--- src/rtl/uart_tx_mmio.sv ---
// ---------------------------------------------------------------------------
// uart_tx_mmio
//
// Memory-mapped UART transmitter. The CPU stores bytes through the MemOrIO
// decoder. The block queues them in a small FIFO and sends each one as a
// serial frame: one start bit, 8 data bits LSB first, then one stop bit.
//
// Optional feature: define UART_TX_PARITY_EN to insert an even-parity bit
// between the data bits and the stop bit. This makes each frame 11 bit times
// long. With the macro undefined the frame is plain 8N1, 10 bit times long.
//
// Parameters
//   CLK_HZ      clock frequency in Hz
//   BAUD        line rate. One bit lasts DIV = CLK_HZ/BAUD cycles. DIV >= 4.
//   FIFO_DEPTH  byte FIFO depth, a power of two from 2 to 256
//
// Ports
//   clk            clock, rising edge
//   rst            synchronous active-high reset
//   uartcs         chip select
//   uartwrite      write strobe. addr 0 pushes a byte, addr 1 clears overflow.
//   uartread       read strobe. Any address returns the status word.
//   uartaddr       word offset
//   uartinputdata  byte to push
//   uartreaddata   status: {5'b0, count[7:0], overflow, idle, full}.
//                  It is 0 when no read is active.
//   tx             serial output, idle high, driven from a register
//   busy           high while bytes are queued or a frame is in flight
// ---------------------------------------------------------------------------
module uart_tx_mmio #(
    parameter int CLK_HZ     = 23_000_000,
    parameter int BAUD       = 9600,
    parameter int FIFO_DEPTH = 16
) (
    input  logic        clk,
    input  logic        rst,
    input  logic        uartcs,
    input  logic        uartwrite,
    input  logic        uartread,
    input  logic [1:0]  uartaddr,
    input  logic [7:0]  uartinputdata,
    output logic [15:0] uartreaddata,
    output logic        tx,
    output logic        busy
);

    localparam int DIV = CLK_HZ / BAUD;
    localparam int CW  = $clog2(DIV);
    localparam int AW  = $clog2(FIFO_DEPTH);

    localparam logic [CW-1:0] BAUD_LAST  = CW'(DIV - 1);
    localparam logic [AW:0]   FULL_COUNT = (AW + 1)'(FIFO_DEPTH);

    typedef enum logic [2:0] {
        ST_IDLE   = 3'd0,
        ST_START  = 3'd1,
        ST_DATA   = 3'd2,
`ifdef UART_TX_PARITY_EN
        ST_PARITY = 3'd3,
`endif
        ST_STOP   = 3'd4
    } state_t;

    // ------------------------------------------------------------------
    // Register interface decode
    // ------------------------------------------------------------------
    logic push_req;
    logic clr_req;
    logic push_ok;
    logic pop;

    assign push_req = uartcs & uartwrite & (uartaddr == 2'd0);
    assign clr_req  = uartcs & uartwrite & (uartaddr == 2'd1);

    // ------------------------------------------------------------------
    // Byte FIFO. The storage array has no reset so it can map onto RAM.
    // It is read only by the pop that loads the shift register.
    // ------------------------------------------------------------------
    logic [7:0]    fifo_mem [FIFO_DEPTH];
    logic [AW-1:0] wr_ptr_reg;
    logic [AW-1:0] rd_ptr_reg;
    logic [AW:0]   count_reg;
    logic [AW:0]   count_next;
    logic          overflow_reg;
    logic          overflow_next;
    logic          fifo_full;
    logic          fifo_empty;

    assign fifo_full  = (count_reg == FULL_COUNT);
    assign fifo_empty = (count_reg == '0);
    // A full FIFO drops the byte, even if a pop happens on the same edge.
    assign push_ok    = push_req & ~fifo_full;

    always_ff @(posedge clk) begin
        if (push_ok) begin
            fifo_mem[wr_ptr_reg] <= uartinputdata;
        end
    end

    always_comb begin
        count_next = count_reg;
        case ({push_ok, pop})
            2'b10:   count_next = count_reg + 1'b1;
            2'b01:   count_next = count_reg - 1'b1;
            default: count_next = count_reg;
        endcase
    end

    always_comb begin
        overflow_next = overflow_reg;
        if (clr_req) begin
            overflow_next = 1'b0;
        end
        if (push_req && fifo_full) begin
            overflow_next = 1'b1;
        end
    end

    always_ff @(posedge clk) begin
        if (rst) begin
            wr_ptr_reg   <= '0;
            rd_ptr_reg   <= '0;
            count_reg    <= '0;
            overflow_reg <= 1'b0;
        end else begin
            if (push_ok) begin
                wr_ptr_reg <= wr_ptr_reg + AW'(1);
            end
            if (pop) begin
                rd_ptr_reg <= rd_ptr_reg + AW'(1);
            end
            count_reg    <= count_next;
            overflow_reg <= overflow_next;
        end
    end

    // ------------------------------------------------------------------
    // Transmit FSM
    // ------------------------------------------------------------------
    state_t        state_reg;
    state_t        state_next;
    logic [CW-1:0] baud_cnt_reg;
    logic [CW-1:0] baud_cnt_next;
    logic [2:0]    bit_cnt_reg;
    logic [2:0]    bit_cnt_next;
    logic [7:0]    shift_reg;
    logic [7:0]    shift_next;
    logic          tx_reg;
    logic          tx_next;
    logic          bit_end;

`ifdef UART_TX_PARITY_EN
    logic parity_reg;
    logic parity_next;
`endif

    assign bit_end = (baud_cnt_reg == BAUD_LAST);

    // State register
    always_ff @(posedge clk) begin
        if (rst) begin
            state_reg <= ST_IDLE;
        end else begin
            state_reg <= state_next;
        end
    end

    // Next-state logic
    always_comb begin
        state_next = state_reg;
        case (state_reg)
            ST_IDLE: begin
                if (!fifo_empty) begin
                    state_next = ST_START;
                end
            end
            ST_START: begin
                if (bit_end) begin
                    state_next = ST_DATA;
                end
            end
            ST_DATA: begin
                if (bit_end && (bit_cnt_reg == 3'd7)) begin
`ifdef UART_TX_PARITY_EN
                    state_next = ST_PARITY;
`else
                    state_next = ST_STOP;
`endif
                end
            end
`ifdef UART_TX_PARITY_EN
            ST_PARITY: begin
                if (bit_end) begin
                    state_next = ST_STOP;
                end
            end
`endif
            ST_STOP: begin
                // If another byte is queued, go straight to its start bit.
                // This avoids an idle gap between back-to-back frames.
                if (bit_end) begin
                    state_next = fifo_empty ? ST_IDLE : ST_START;
                end
            end
            default: state_next = ST_IDLE;
        endcase
    end

    // Output and datapath logic.
    // tx_next is taken from the state being entered. This way the
    // registered tx changes on the same edge as the state does.
    always_comb begin
        pop           = 1'b0;
        bit_cnt_next  = bit_cnt_reg;
        shift_next    = shift_reg;
        baud_cnt_next = '0;
        if ((state_reg != ST_IDLE) && !bit_end) begin
            baud_cnt_next = baud_cnt_reg + 1'b1;
        end

        case (state_reg)
            ST_IDLE: begin
                if (!fifo_empty) begin
                    pop          = 1'b1;
                    bit_cnt_next = '0;
                end
            end
            ST_DATA: begin
                if (bit_end) begin
                    shift_next   = {1'b0, shift_reg[7:1]};
                    bit_cnt_next = bit_cnt_reg + 1'b1;
                end
            end
            ST_STOP: begin
                if (bit_end && !fifo_empty) begin
                    pop          = 1'b1;
                    bit_cnt_next = '0;
                end
            end
            default: ;
        endcase

        if (pop) begin
            shift_next = fifo_mem[rd_ptr_reg];
        end

`ifdef UART_TX_PARITY_EN
        // Capture parity at load time, because the shift register
        // no longer holds the whole byte by the parity slot.
        parity_next = pop ? ^shift_next : parity_reg;
`endif

        case (state_next)
            ST_START:  tx_next = 1'b0;
            ST_DATA:   tx_next = shift_next[0];
`ifdef UART_TX_PARITY_EN
            ST_PARITY: tx_next = parity_reg;
`endif
            default:   tx_next = 1'b1;
        endcase
    end

    always_ff @(posedge clk) begin
        if (rst) begin
            baud_cnt_reg <= '0;
            bit_cnt_reg  <= '0;
            shift_reg    <= '0;
            tx_reg       <= 1'b1;
`ifdef UART_TX_PARITY_EN
            parity_reg   <= 1'b0;
`endif
        end else begin
            baud_cnt_reg <= baud_cnt_next;
            bit_cnt_reg  <= bit_cnt_next;
            shift_reg    <= shift_next;
            tx_reg       <= tx_next;
`ifdef UART_TX_PARITY_EN
            parity_reg   <= parity_next;
`endif
        end
    end

    // ------------------------------------------------------------------
    // Outputs
    // ------------------------------------------------------------------
    assign tx   = tx_reg;
    assign busy = ~fifo_empty | (state_reg != ST_IDLE);

    always_comb begin
        uartreaddata = '0;
        if (uartcs && uartread) begin
            uartreaddata = {5'b0, 8'(count_reg), overflow_reg, ~busy, fifo_full};
        end
    end

endmodule
--- config.mk ---
export PLATFORM = sky130hd
export DESIGN_NAME = uart_tx_mmio
export DESIGN_NICKNAME = d
export VERILOG_FILES = /design/src/rtl/uart_tx_mmio.sv
export SDC_FILE = /design/constraint.sdc
export NUM_CORES = 1
export LEC_CHECK = 0
export ABC_AREA = 1
export ABC_CLOCK_PERIOD_IN_PS = 2800
export CORE_AREA = 2 2 105 148
export CTS_CLUSTER_SIZE = 16
export DETAILED_ROUTE_END_ITERATION = 8
export DIE_AREA = 0 0 107 150
export PLACE_DENSITY = 0.67
export SETUP_SLACK_MARGIN = 0.4
export SYNTH_ARGS = -nofsm -noshare
export SYNTH_HDL_FRONTEND = slang
export SYNTH_SLANG_ARGS = --single-unit
--- constraint.sdc ---
create_clock -name clk -period 2.8 [get_ports clk]
set_input_delay 0.56 -clock clk [delete_from_list [all_inputs] [get_ports clk]]
set_output_delay 0.56 -clock clk [all_outputs]
set_load 0.05 [all_outputs]
==> impl_metrics.csv <==
group,metric,value,unit
yosys,synthArstFlopShare,0,%
drt,totalWireLength,16800,µm
final_layout,final_util,57.5,%
pwr,swShare,35.0,%
placed_design,place_congestion,0.884,
clock_tree,cts_tree,"built",
setup_path,arrival,2.62,ns
clock_tree,clock_latency,0.42,ns
sta,max_clock_freq,0.443,GHz
drt,remaining_drc_errors,0,
final_layout,num_antenna_cells,0,
floorplan,initial_core_util,49.2,%
setup_path,cpMostUsedCell,"nand2_1",
final_layout,num-fill-cells,1224,
pwr,p_clk_share,31.3,%
pwr,p_switching,2.68,mW
drt,viasPerCell,5.61,
sta,tns,0,ns
global_routing,grt_usage,22.2,%
floorplan,fp-row-count,53,
setup_path,worstPathMaxFanout,5,
yosys,ys.flop_type,"edfxtp_1",
setup_path,cpMaxStageDelayCell,"dfxtp_2",
final_layout,fin_nets,746,
drt,ant_nets,0,
global_routing,antenna_found_initial,0,
floorplan,die_x,107,µm
final_layout,drive_gt1_share,12.3,%
sta,slew_violations,0,
placed_design,numPortBuffers,24,
yosys,syn_area,7280,µm²
status,status,"completed",
global_routing,grt-ovfl-total,0,
pwr,power_density,901,nW/µm²
clock_tree,cts_root_buf,"clkbuf_16",
sta,setup_viol,0,
clock_tree,postCtsHoldBufs,0,
pwr,leakagePower,3.06,nW
yosys,synth_edf_count,128,
setup_path,required,3.16,ns
pwr,pwr-share-comb,28.9,%
worst_hold_path,hold_path_depth,1,
sta,slew_headroom,42.3,%
floorplan,die_h,150,µm
sta,worst_slew_pin_slew,0.864,ns
sta,hold_violations,0,
worst_hold_path,holdCritPathClass,"flip-flop to flip-flop",
drt,dr.pass1.iters,5,
drt,wl_per_cell,18.2,µm
final_layout,layout_commonest_cell,"edfxtp_1",
final_layout,final_cell_mix,"edfxtp_1 (128), nor2_1 (109), nand2_1 (92)",
sta,skew,0.00867,ns
final_layout,largest_reg_flops,128,
yosys,synth_cell_types,40,
final_layout,syn_to_final_growth,16.9,%
setup_path,rr_worst_depth,19,
clock_tree,clk_path_buf_depth,2,
global_routing,grt_pass1_vias,5189,
floorplan,pin_count,33,
setup_path,crit_path_end_kind,"flip-flop",
clock_tree,cts_made_buffers,17,
global_routing,grt_max_degree,65,
sta,min_period_over_period,80.6,%
clock_tree,path_clk_slew,0.07,ns
drt,drt_iter0_drc,353,
sta,period_needed,2.26,ns
pwr,ir_drop,0.481,mV
clock_tree,clock_sinks,173,
yosys,synth-seq-cells,173,
sta,rsz0062_at_grt,"true",
run,cap_viol_max_count,0,
global_routing,grt_pass1_wl,26900,µm
setup_path,max_stage_delay,0.33,ns
clock_tree,h-tree-depth,4,
setup_path,start_kind,"flip-flop",
setup_path,crit_chain,"inv_1, ha_1, nand2_1, nor2_2, nand3_4, nand2_4, nand2_2, inv_2, ha_4, xnor2_2, inv_1, ha_1, inv_1, nand2_1, nand2_2, nand3_1, nand2_1, nand2_1, a21oi_2",
setup_path,crit_type,"flip-flop to flip-flop",
pwr,seq_power_share,39.8,%
drt,via_count,5187,
yosys,ys_seq_area_share,65.2,%
yosys,ys_warn_count,0,
placed_design,dp_hpwl,10900,µm
floorplan,die_area,16100,µm²
pwr,internal_power,4.98,mW
yosys,syn_area_per_cell,10.7,µm²
floorplan,coreArea,14800,µm²
yosys,syn-instance-count,678,
critical path: cells and delay by family, from the launching register on:
kind,cells,cell delay (ns)
buffers and inverters,4,0.27
and+or+nand+nor,10,0.90
AOI/OAI and AO/OA,1,0.10
DFF,1,0.33
adders and majority gates,3,0.47
xor gates and xnor gates,1,0.11
synth_stat cells, types with 2 or more instances:
| master | instances | area, µm² |
|---|---|---|
| edfxtp_1 | 128 | 3840 |
| nor2_1 | 110 | 413 |
| nand2_1 | 93 | 349 |
| o21ai_0 | 66 | 330 |
| dfxtp_1 | 45 | 901 |
| inv_1 | 38 | 143 |
| a21oi_1 | 33 | 165 |
| nand3_1 | 24 | 120 |
| clkbuf_1 | 20 | 75.1 |
| o221ai_1 | 16 | 140 |
| ha_1 | 12 | 150 |
| o211ai_1 | 12 | 90.1 |
| o22ai_1 | 12 | 75.1 |
| buf_4 | 9 | 67.6 |
| nor3_1 | 8 | 40.0 |
| buf_2 | 7 | 35.0 |
| inv_2 | 5 | 18.8 |
| nand4_1 | 5 | 31.3 |
| and3_1 | 4 | 25.0 |
| a22oi_1 | 3 | 22.5 |
| xor2_1 | 3 | 26.3 |
| a32o_1 | 2 | 20.0 |
| nand2_2 | 2 | 12.5 |
| nor2_2 | 2 | 12.5 |
| nor3b_1 | 2 | 15.0 |
| o21ai_1 | 2 | 10.0 |
| xnor2_1 | 2 | 17.5 |
path summary, 6_finish.rpt:
check	startpoint	end	slack (ns)
min reg2reg	baud_cnt_reg[0]$_SDFF_PP0_	baud_cnt_reg[0]$_SDFF_PP0_	0.43
max	baud_cnt_reg[0]$_SDFF_PP0_	count_reg[4]$_SDFFE_PP0P_	0.54
min	baud_cnt_reg[0]$_SDFF_PP0_	baud_cnt_reg[0]$_SDFF_PP0_	0.43
max reg2reg	baud_cnt_reg[0]$_SDFF_PP0_	count_reg[4]$_SDFFE_PP0P_	0.54
per-layer routing:
| metal | GRT usage (%) | routed length (µm) | part of all wire, % | vias to the layer above |
|---|---|---|---|---|
| li1 | - | - | - | 2457 |
| met1 | 26.0 | 6630 | 39 | 2540 |
| met2 | 39.8 | 8910 | 53 | 159 |
| met3 | 3.57 | 746 | 4.4 | 31 |
| met4 | 9.68 | 543 | 3.2 | 0 |
| met5 | 0 | 0 | 0 | - |
cells by family after synthesis:
kind of cell | Yosys count | share of synthesized area [%]
buffers and inverters | 81 | 4.88
xor gates and xnor gates | 5 | 0.602
DFF | 173 | 65.2
adders and majority gates | 12 | 2.06
other | 1 | 0.0515
and+or+nand+nor | 255 | 14.9
AOI/OAI and AO/OA | 151 | 12.3
area by class of cell:
cell class	count	area [µm²]	area share, %
Sequential cell	173	4750	55.8
Multi-Input combinational cell	431	2230	26.2
Timing Repair Buffer	53	520	6.12
Clock buffer	17	425	5.00
Tap cell	192	240	2.83
Clock inverter	15	181	2.13
Inverter	43	161	1.90
per-stage QoR:
step                hold slack, ns  setup WS [ns]  instances  power, mW  area [µm²]
floorplan                    0.430          0.460        685       4.58        7300
global placement             0.442          0.197        890       5.17        7860
detailed placement           0.460          0.111        890       5.26        7860
CTS                          0.474          0.402        922       7.64        8470
global route                 0.456          0.342        924       8.07        8500
finish                       0.432          0.544        924       7.66        8500
what timing repair did:
action	4_1_cts	5_1_grt
endpoints found under the hold margin	0	0
setup endpoints to repair	1	3
pin swaps	0	3
setup buffers	0	2
resized for setup	1	8
power groups by stage:
| stage | Sequential (mW) | Combinational, mW | Clock [mW] |
|---|---|---|---|
| 3_3_place_gp | 3.10 | 2.07 | 0 |
| 5_1_grt | 3.07 | 2.46 | 2.55 |
| 6_report | 3.05 | 2.21 | 2.40 |
| 3_5_place_dp | 3.10 | 2.15 | 0 |
| 4_1_cts | 3.05 | 2.15 | 2.44 |
| 2_1_floorplan | 3.01 | 1.56 | 0 |
Power figures use the tool's default switching activity.
